File: config.mk
export PLATFORM = sky130hd
export DESIGN_NAME = antirebote_multicanal
export DESIGN_NICKNAME = d
export VERILOG_FILES = /design/src/rtl/antirebote_pkg.sv /design/src/rtl/antirebote_canal.sv /design/src/rtl/antirebote_multicanal.sv
export SDC_FILE = /design/constraint.sdc
export NUM_CORES = 1
export LEC_CHECK = 0
export ABC_AREA = 1
export CAP_MARGIN = 20
export CORE_ASPECT_RATIO = 1.2
export CORE_UTILIZATION = 40
export CTS_BUF_LIST = sky130_fd_sc_hd__clkbuf_4 sky130_fd_sc_hd__clkbuf_8
export CTS_CLUSTER_DIAMETER = 80
export CTS_CLUSTER_SIZE = 14
export DETAILED_ROUTE_END_ITERATION = 7
export GPL_ROUTABILITY_DRIVEN = 0
export PLACE_DENSITY = 0.57
export REMOVE_ABC_BUFFERS = 1
export SETUP_SLACK_MARGIN = 0.4
export SLEW_MARGIN = 20
export SYNTH_ARGS = -nofsm -noshare
export SYNTH_HDL_FRONTEND = slang
export SYNTH_SLANG_ARGS = --single-unit
export TNS_END_PERCENT = 50
File: constraint.sdc
create_clock -name clk -period 2.8 [get_ports clk]
set_clock_uncertainty 0.1 [all_clocks]
set_input_delay 0.84 -clock clk [delete_from_list [all_inputs] [get_ports clk]]
set_output_delay 0.84 -clock clk [all_outputs]
set_load 0.05 [all_outputs]
File: src/rtl/antirebote_pkg.sv
// Shared types and helpers for the multi-channel button debouncer.
package antirebote_pkg;

    typedef enum logic [1:0] {
        IDLE         = 2'd0,
        PRESS_WAIT   = 2'd1,
        HELD         = 2'd2,
        RELEASE_WAIT = 2'd3
    } antirebote_state_t;

    // Width of a counter that can hold the largest of the three limits.
    function automatic int unsigned cnt_width(input int unsigned a,
                                              input int unsigned b,
                                              input int unsigned c);
        int unsigned m;
        m = a;
        if (b > m) m = b;
        if (c > m) m = c;
        return $clog2(m + 1);
    endfunction

endpackage

File: src/rtl/antirebote_canal.sv
// One debounce channel: 2-flop synchronizer, 4-state FSM and counters.
// Long-press timer is built only when ANTIREBOTE_LONG_PRESS_EN is defined.
module antirebote_canal
    import antirebote_pkg::*;
#(
    parameter int unsigned PRESS_CNT   = 50000,
    parameter int unsigned RELEASE_CNT = 501,
    parameter int unsigned LONG_CNT    = 50000000
) (
    input  logic clk,
    input  logic rst_n,
    input  logic boton_in,
    output logic boton_out,
    output logic press_pulse,
    output logic release_pulse,
    output logic long_pulse
);

    localparam int unsigned CW = cnt_width(PRESS_CNT, RELEASE_CNT, LONG_CNT);
    localparam logic [CW-1:0] PRESS_LIM = CW'(PRESS_CNT);
    localparam logic [CW-1:0] REL_LIM   = CW'(RELEASE_CNT);

    logic              sync_1, sync_s;
    antirebote_state_t state, state_nx;
    logic [CW-1:0]     cnt, cnt_nx;
    logic              press_nx, release_nx;

    always_ff @(posedge clk) begin
        if (!rst_n) begin
            sync_1        <= 1'b1;
            sync_s        <= 1'b1;
            state         <= IDLE;
            cnt           <= '0;
            press_pulse   <= 1'b0;
            release_pulse <= 1'b0;
        end else begin
            sync_1        <= boton_in;
            sync_s        <= sync_1;
            state         <= state_nx;
            cnt           <= cnt_nx;
            press_pulse   <= press_nx;
            release_pulse <= release_nx;
        end
    end

    // A limit of 1 is already met on entry to a wait state, so that state
    // still lasts one cycle but exits regardless of the next sample.
    always_comb begin
        state_nx   = state;
        cnt_nx     = cnt;
        press_nx   = 1'b0;
        release_nx = 1'b0;
        case (state)
            IDLE: begin
                if (!sync_s) begin
                    state_nx = PRESS_WAIT;
                    cnt_nx   = CW'(1);
                end else begin
                    cnt_nx = '0;
                end
            end
            PRESS_WAIT: begin
                if (cnt >= PRESS_LIM || (!sync_s && (cnt + CW'(1)) >= PRESS_LIM)) begin
                    state_nx = HELD;
                    cnt_nx   = '0;
                    press_nx = 1'b1;
                end else if (sync_s) begin
                    state_nx = IDLE;
                    cnt_nx   = '0;
                end else begin
                    cnt_nx = cnt + CW'(1);
                end
            end
            HELD: begin
                if (sync_s) begin
                    state_nx = RELEASE_WAIT;
                    cnt_nx   = CW'(1);
                end else begin
                    cnt_nx = '0;
                end
            end
            RELEASE_WAIT: begin
                if (cnt >= REL_LIM || (sync_s && (cnt + CW'(1)) >= REL_LIM)) begin
                    state_nx   = IDLE;
                    cnt_nx     = '0;
                    release_nx = 1'b1;
                end else if (!sync_s) begin
                    state_nx = HELD;
                    cnt_nx   = '0;
                end else begin
                    cnt_nx = cnt + CW'(1);
                end
            end
            default: begin
                state_nx = IDLE;
                cnt_nx   = '0;
            end
        endcase
    end

    assign boton_out = (state == HELD) || (state == RELEASE_WAIT);

`ifdef ANTIREBOTE_LONG_PRESS_EN
    localparam logic [CW-1:0] LONG_LIM = CW'(LONG_CNT);

    logic [CW-1:0] long_cnt, long_cnt_nx;
    logic          long_nx;

    // Timer survives release glitches; it restarts only on a new press.
    always_comb begin
        long_cnt_nx = long_cnt;
        long_nx     = 1'b0;
        if (press_nx) begin
            long_cnt_nx = '0;
        end else if (state == HELD && !sync_s && long_cnt != LONG_LIM) begin
            long_cnt_nx = long_cnt + CW'(1);
            long_nx     = ((long_cnt + CW'(1)) == LONG_LIM);
        end
    end

    always_ff @(posedge clk) begin
        if (!rst_n) begin
            long_cnt   <= '0;
            long_pulse <= 1'b0;
        end else begin
            long_cnt   <= long_cnt_nx;
            long_pulse <= long_nx;
        end
    end
`else
    assign long_pulse = 1'b0;
`endif

endmodule

File: src/rtl/antirebote_multicanal.sv
// N_CH independent button debouncers with press/release/long-press pulses.
// Long-press detection is enabled by defining ANTIREBOTE_LONG_PRESS_EN.
module antirebote_multicanal
    import antirebote_pkg::*;
#(
    parameter int unsigned N_CH        = 4,
    parameter int unsigned PRESS_CNT   = 50000,
    parameter int unsigned RELEASE_CNT = 501,
    parameter int unsigned LONG_CNT    = 50000000
) (
    input  logic            clk,
    input  logic            rst_n,
    input  logic [N_CH-1:0] boton_in,
    output logic [N_CH-1:0] boton_out,
    output logic [N_CH-1:0] press_pulse,
    output logic [N_CH-1:0] release_pulse,
    output logic [N_CH-1:0] long_pulse
);

    for (genvar i = 0; i < N_CH; i++) begin : g_canal
        antirebote_canal #(
            .PRESS_CNT  (PRESS_CNT),
            .RELEASE_CNT(RELEASE_CNT),
            .LONG_CNT   (LONG_CNT)
        ) u_canal (
            .clk          (clk),
            .rst_n        (rst_n),
            .boton_in     (boton_in[i]),
            .boton_out    (boton_out[i]),
            .press_pulse  (press_pulse[i]),
            .release_pulse(release_pulse[i]),
            .long_pulse   (long_pulse[i])
        );
    end

endmodule

==> results of run 1 <==
power groups by stage:
stage          Sequential (mW)  Clock [mW]  Combinational (mW)
2_1_floorplan             2.03           0               0.204
3_3_place_gp              2.00           0               0.338
3_5_place_dp              2.00           0               0.338
4_1_cts                   1.96        1.82               0.359
5_1_grt                   1.96        1.90               0.438
6_report                  1.95        1.78               0.392
kinds of logic after synthesis:
logic type	Yosys count	synth area share (%)
adders and majority gates	17	2.69
buffers and inverters	174	9.50
xor gates and xnor gates	36	3.98
other	1	0.0474
AOI/OAI and AO/OA	69	5.01
and+or+nand+nor	796	46.4
DFF	128	32.4
timing repair:
action	in CTS	in global routing
cloned	3	1
setup buffers	12	26
pin swaps	17	64
endpoints found under the hold margin	0	0
endpoints found under the setup margin	75	88
gates resized for setup	58	290
synth_stat cells (7+ instances only):
cell | instances | area, um^2
nand2_1 | 357 | 1340
nor2_1 | 199 | 747
inv_1 | 139 | 522
dfxtp_1 | 128 | 2560
nand3_1 | 65 | 325
nor2_2 | 43 | 269
xor2_1 | 31 | 272
nand4_1 | 29 | 181
o21ai_0 | 25 | 125
a21oi_1 | 21 | 105
nor2_4 | 20 | 225
nand2_2 | 19 | 119
ha_1 | 17 | 213
nor3_1 | 17 | 85.1
buf_4 | 16 | 120
nor4_1 | 11 | 68.8
o21bai_1 | 10 | 75.1
nand3_2 | 8 | 80.1
nand3b_1 | 8 | 60.1
or2_2 | 8 | 50.1
clkbuf_1 | 7 | 26.3
inv_2 | 7 | 26.3
flip-flops by register name (all words and copies together), names as in the netlist:
register,count
g_canal.u_canal.release_pulse,4
g_canal.u_canal.state,8
g_canal.u_canal.sync_1,4
g_canal.u_canal.cnt,104
g_canal.u_canal.sync_s,4
g_canal.u_canal.press_pulse,4
layout by cell type, fill, tap and decap left out, types with 29 or more instances in the layout:
cell type / instances
nor2_2: 58
buf_4: 35
nor2_4: 67
nand4_1: 29
nand2_1: 311
nand2_2: 47
conb_1: 44
nand3_1: 56
nor2_1: 137
dfxtp_2: 40
dfxtp_1: 69
inv_1: 129
final timing paths:
kind,cells past startpoint,from,endpoint,slack [ns]
worst max-delay path,1,g_canal[2].u_canal.press_pulse,press_pulse[2],0.31
worst min-delay path,1,g_canal[2].u_canal.sync_1,g_canal[2].u_canal.sync_s,0.31
worst max register to register,14,g_canal[1].u_canal.cnt[8],g_canal[1].u_canal.cnt[2],0.35
worst min register to register,1,g_canal[2].u_canal.sync_1,g_canal[2].u_canal.sync_s,0.31
cell type report:
cell class / count / area, um^2
fillers: 1904 / 9100
well taps: 261 / 327
clock buffers: 21 / 270
repair buffers: 59 / 527
multi-input cells: 966 / 5850
flip-flops and latches: 128 / 2680
clock inverters: 10 / 161
inverters: 147 / 558
layer usage:
layer	GRT usage [%]	routed length, um	share of wire (%)
met1	24.2	8910	43
met2	35.4	10600	51
met3	3.46	567	2.8
met4	7.01	510	2.5
met5	0	0	0
==> impl_metrics.ini, run 1 <==
[status]
status = completed

[clock_tree]
holdBufCountCts = 0
path_clk_slew_ns = 0.07
cts_made_buffers = 17
insertion_delay_ns = 0.45
cts_tree = done
h-tree-depth = 4
cts_sinks = 128
cts_root_buf = clkbuf_8
cts_buffer_depth = 2

[die]
fp.dieW_um = 130
coreArea_mm2 = 0.0195
ios = 22
die_y_um = 156
die_area_mm2 = 0.0204
rows = 56
start_util_pct = 40.6

[place]
dp_hpwl_mm = 14.4
placed_area_mm2 = 0.00840
place_inst = 1519
port_buffers = 17
dpl_worst_slack_ns = 0.152

[layout]
fin_area_mm2 = 0.0104
drive_gt1_share_pct = 31.1
num_antenna_cells = 0
fin_nets = 1342
layoutNonFillerInstCount = 1592
syn_to_final_growth_pct = 31.1
post-route-util_pct = 53.3

[pwr]
combPwrFrac_pct = 9.5
switchingPower_mw = 1.10
swShare_pct = 26.7
p_seq_share_pct = 47.4
total_power_mw = 4.12
p_int_mw = 3.02
power.leakage_nw = 4.21
clkPwrFrac_pct = 43.1
vdd.ir_drop.worst_mv = 0.314
power.density_mw_per_mm2 = 397

[grt]
grt_max_degree = 17
grt_usage_pct = 20.1
grt_pass1_vias = 6873
grt_overflow = 0
grt_pass1_wl_mm = 32.0
grt_antenna_before_repair = 0

[routing]
ant_nets = 0
wl_mm = 20.6
routed_via_density = 4.74
avgRoutedWirePerCell_um = 12.9
drtIter0Drc = 448
first_pass_iters = 8
drc_errors = 0
via_count = 7545

[logic_synthesis]
ys_ff_latch = 128
synthArstFlopShare_pct = 0
syn_area_mm2 = 0.00791
synth-edff-count = 0
synth_cells = 1221
yosysWarnings = 0
yosysSeqAreaShare_pct = 32.4
ys_dominant_reg_cell = dfxtp_1
syn_area_per_cell_um2 = 6.48
ys_types = 38

[setup_path]
crit_arrival_ns = 1.55
worstPathCellList = clkdlybuf4s50_1
endpoint_kind = primary output
worstPathRequired_ns = 1.86
critical_path.max_fanout = 1
critPathBufInv = 1
worstSetupStartpointType = flip-flop
critical_path.top_delay_family = buffers and inverters
cp_slowest_cell = clkdlybuf4s50_1
slowest_delay_ns = 0.80
crit_type = reg2out

[timing]
hold_ws_ns = 0.315
setup_viol = 0
slew_violations = 0
fin_ws_ns = 0.306
setup_tns_ns = 0
finalHoldViolCount = 0
rsz0062_at_grt = true
fmax_mhz = 401
fin_crit_sh_pct = 89.1
tightest_slew_ns = 0.789
post-route-min-period_ns = 2.49
slew_headroom_pct = 47.2

[min_path]
min_path_type = reg2reg

[job]
cap_viol_max_count = 0
Note: power is estimated with default switching activity, not from simulation.
==> inputs of run 2 (changes only) <==
- CTS_CLUSTER_DIAMETER: 80 -> 30
==> results of run 2 <==
No change in the layout: final DEF, timing and power equal those of run 1.
==> inputs of run 3 (changes only) <==
- GPL_ROUTABILITY_DRIVEN: 0 -> 1
- PLACE_DENSITY: 0.57 -> unset
- PLACE_DENSITY_LB_ADDON: unset -> 0.05
- SLEW_MARGIN: 20 -> unset
==> impl_metrics.ini, run 3 (synthesis results as in run 1) <==
[status]
status = completed

[layout]
largest-register = g_canal.u_canal.cnt
final_common_cell = nand2_1
num_antenna_cells = 0
fin_area_mm2 = 0.0101
layoutNonFillerInstCount = 1589
syn_to_final_growth_pct = 27.6
drive_gt1_share_pct = 27.6
fin_nets = 1341
reg_top3 = g_canal.u_canal.cnt (104), g_canal.u_canal.state (8)
layout_common_cells = nand2_1, nor2_1, inv_1
largest_reg_flops = 104

[pwr]
clkPwrFrac_pct = 41.9
p_int_mw = 2.96
power.density_mw_per_mm2 = 399
switchingPower_mw = 1.07
p_seq_share_pct = 48.4
combPwrFrac_pct = 9.7
power.leakage_nw = 4.08
swShare_pct = 26.5
total_power_mw = 4.03
vdd.ir_drop.worst_mv = 0.268

[min_path]
min-delay-start = g_canal[1].u_canal.sync_1
whs_endpoint = g_canal[1].u_canal.sync_s
min_path_type = reg2reg
holdPathStages = 1

[setup_path]
critPathBufInv = 1
cp_slowest_cell = clkdlybuf4s50_1
endpoint_kind = primary output
regToRegStartpoint = g_canal[1].u_canal.cnt[0]
worstPathCellList = clkdlybuf4s50_1
rrSetupSlack_ns = 0.38
crit_type = reg2out
slowest_delay_ns = 0.80
critical_path.max_fanout = 1
critical_path.top_delay_family = buffers and inverters
crit_arrival_ns = 1.59
worstSetupStartpointType = flip-flop
rr_endpoint = g_canal[1].u_canal.cnt[2]
reg2reg_depth = 15
worstPathRequired_ns = 1.86

[grt]
grt_overflow = 0
grt_pass1_vias = 6995
grt_pass1_wl_mm = 33.1
grt_antenna_before_repair = 0
grt_usage_pct = 20.7
grt_max_degree = 17

[clock_tree]
path_clk_slew_ns = 0.07
holdBufCountCts = 0
cts_root_buf = clkbuf_8
insertion_delay_ns = 0.46
h-tree-depth = 4
cts_buffer_depth = 2
cts_tree = done
cts_made_buffers = 17
cts_sinks = 128

[place]
place_inst = 1522
port_buffers = 17
dp_hpwl_mm = 14.8
place_congestion = 0.873
placed_area_mm2 = 0.00842

[timing]
setup_tns_ns = 0
tightest_slew_ns = 0.804
rsz0062_at_grt = true
finalHoldViolCount = 0
fin_crit_sh_pct = 90.3
fmax_mhz = 396
setup_viol = 0
post-route-min-period_ns = 2.53
slew_headroom_pct = 46.2
slew_violations = 0
hold_ws_ns = 0.310

[job]
cap_viol_max_count = 0

[routing]
drtIter0Drc = 379
wl_mm = 20.5
drc_errors = 0
first_pass_iters = 5
avgRoutedWirePerCell_um = 12.9
ant_nets = 0
routed_via_density = 4.69
via_count = 7458

[die]
fp.dieW_um = 130
die_y_um = 156
rows = 56
start_util_pct = 40.6
die_area_mm2 = 0.0204
ios = 22
coreArea_mm2 = 0.0195
[run 3: cell types whose count changed in the layout (fill, tap and decap cells not counted), sizes merged]
cell and change:
inv -1, clkdlybuf4s15 -2, clkbuf +1, bufinv -1, buf -1, clkinv -1
dlygate4sd2 +1, clkdlybuf4s50 +1
[run 3: metal layers]
layer / up-vias / GRT usage [%] / wire [um]
met1: 3349 / 25.4 / 9180
met2: 117 / 36.1 / 10200
met3: 37 / 3.43 / 593
li1: 3955 / - / -
met5: - / 0 / 0
met4: 0 / 7.06 / 493
[run 3: how the worst max path moves through the flow]
stage / depth (start not counted) / startpoint / to
final: 1 / g_canal[3].u_canal.release_pulse / release_pulse[3]
after global routing: 15 / g_canal[3].u_canal.cnt[0] / g_canal[3].u_canal.cnt[10]
after CTS: 12 / g_canal[2].u_canal.cnt[6] / g_canal[2].u_canal.cnt[11]
after detailed placement: 13 / g_canal[1].u_canal.cnt[0] / g_canal[1].u_canal.cnt[2]
after global placement: 17 / g_canal[3].u_canal.cnt[0] / g_canal[3].u_canal.cnt[2]
after floorplan: 13 / g_canal[1].u_canal.cnt[1] / g_canal[1].u_canal.cnt[2]
[run 3: cell type report]
| type | count | area, um^2 |
|---|---|---|
| inverters | 147 | 556 |
| clock buffers | 22 | 290 |
| multi-input cells | 966 | 5650 |
| repair buffers | 58 | 489 |
| clock inverters | 7 | 110 |
| flip-flops and latches | 128 | 2670 |
| fillers | 2029 | 9380 |
| well taps | 261 | 327 |
[run 3: power groups by stage]
| stage | Clock (mW) | Sequential, mW | Combinational (mW) |
|---|---|---|---|
| after global placement | 0 | 2.00 | 0.337 |
| after global routing | 1.83 | 1.96 | 0.445 |
| after CTS | 1.74 | 1.96 | 0.347 |
| after detailed placement | 0 | 2.00 | 0.335 |
| final | 1.69 | 1.95 | 0.391 |
| after floorplan | 0 | 2.03 | 0.204 |
[run 3: what timing repair did]
item / 4_1_cts / 5_1_grt
endpoints found under the setup margin: 78 / 87
gates cloned: 2 / 2
buffers inserted: 14 / 20
resized for setup: 71 / 206
pin swaps: 24 / 66
[run 3: through the flow]
| stage | utilization, % | worst slack, ns |
|---|---|---|
| 2_1_floorplan | - | 0.570 |
| 3_3_place_gp | 43.2 | 0.128 |
| 3_5_place_dp | 43.2 | 0.123 |
| 4_1_cts | 47.3 | 0.222 |
| 5_1_grt | 51.8 | 0.152 |
| 6_report | 51.8 | 0.273 |
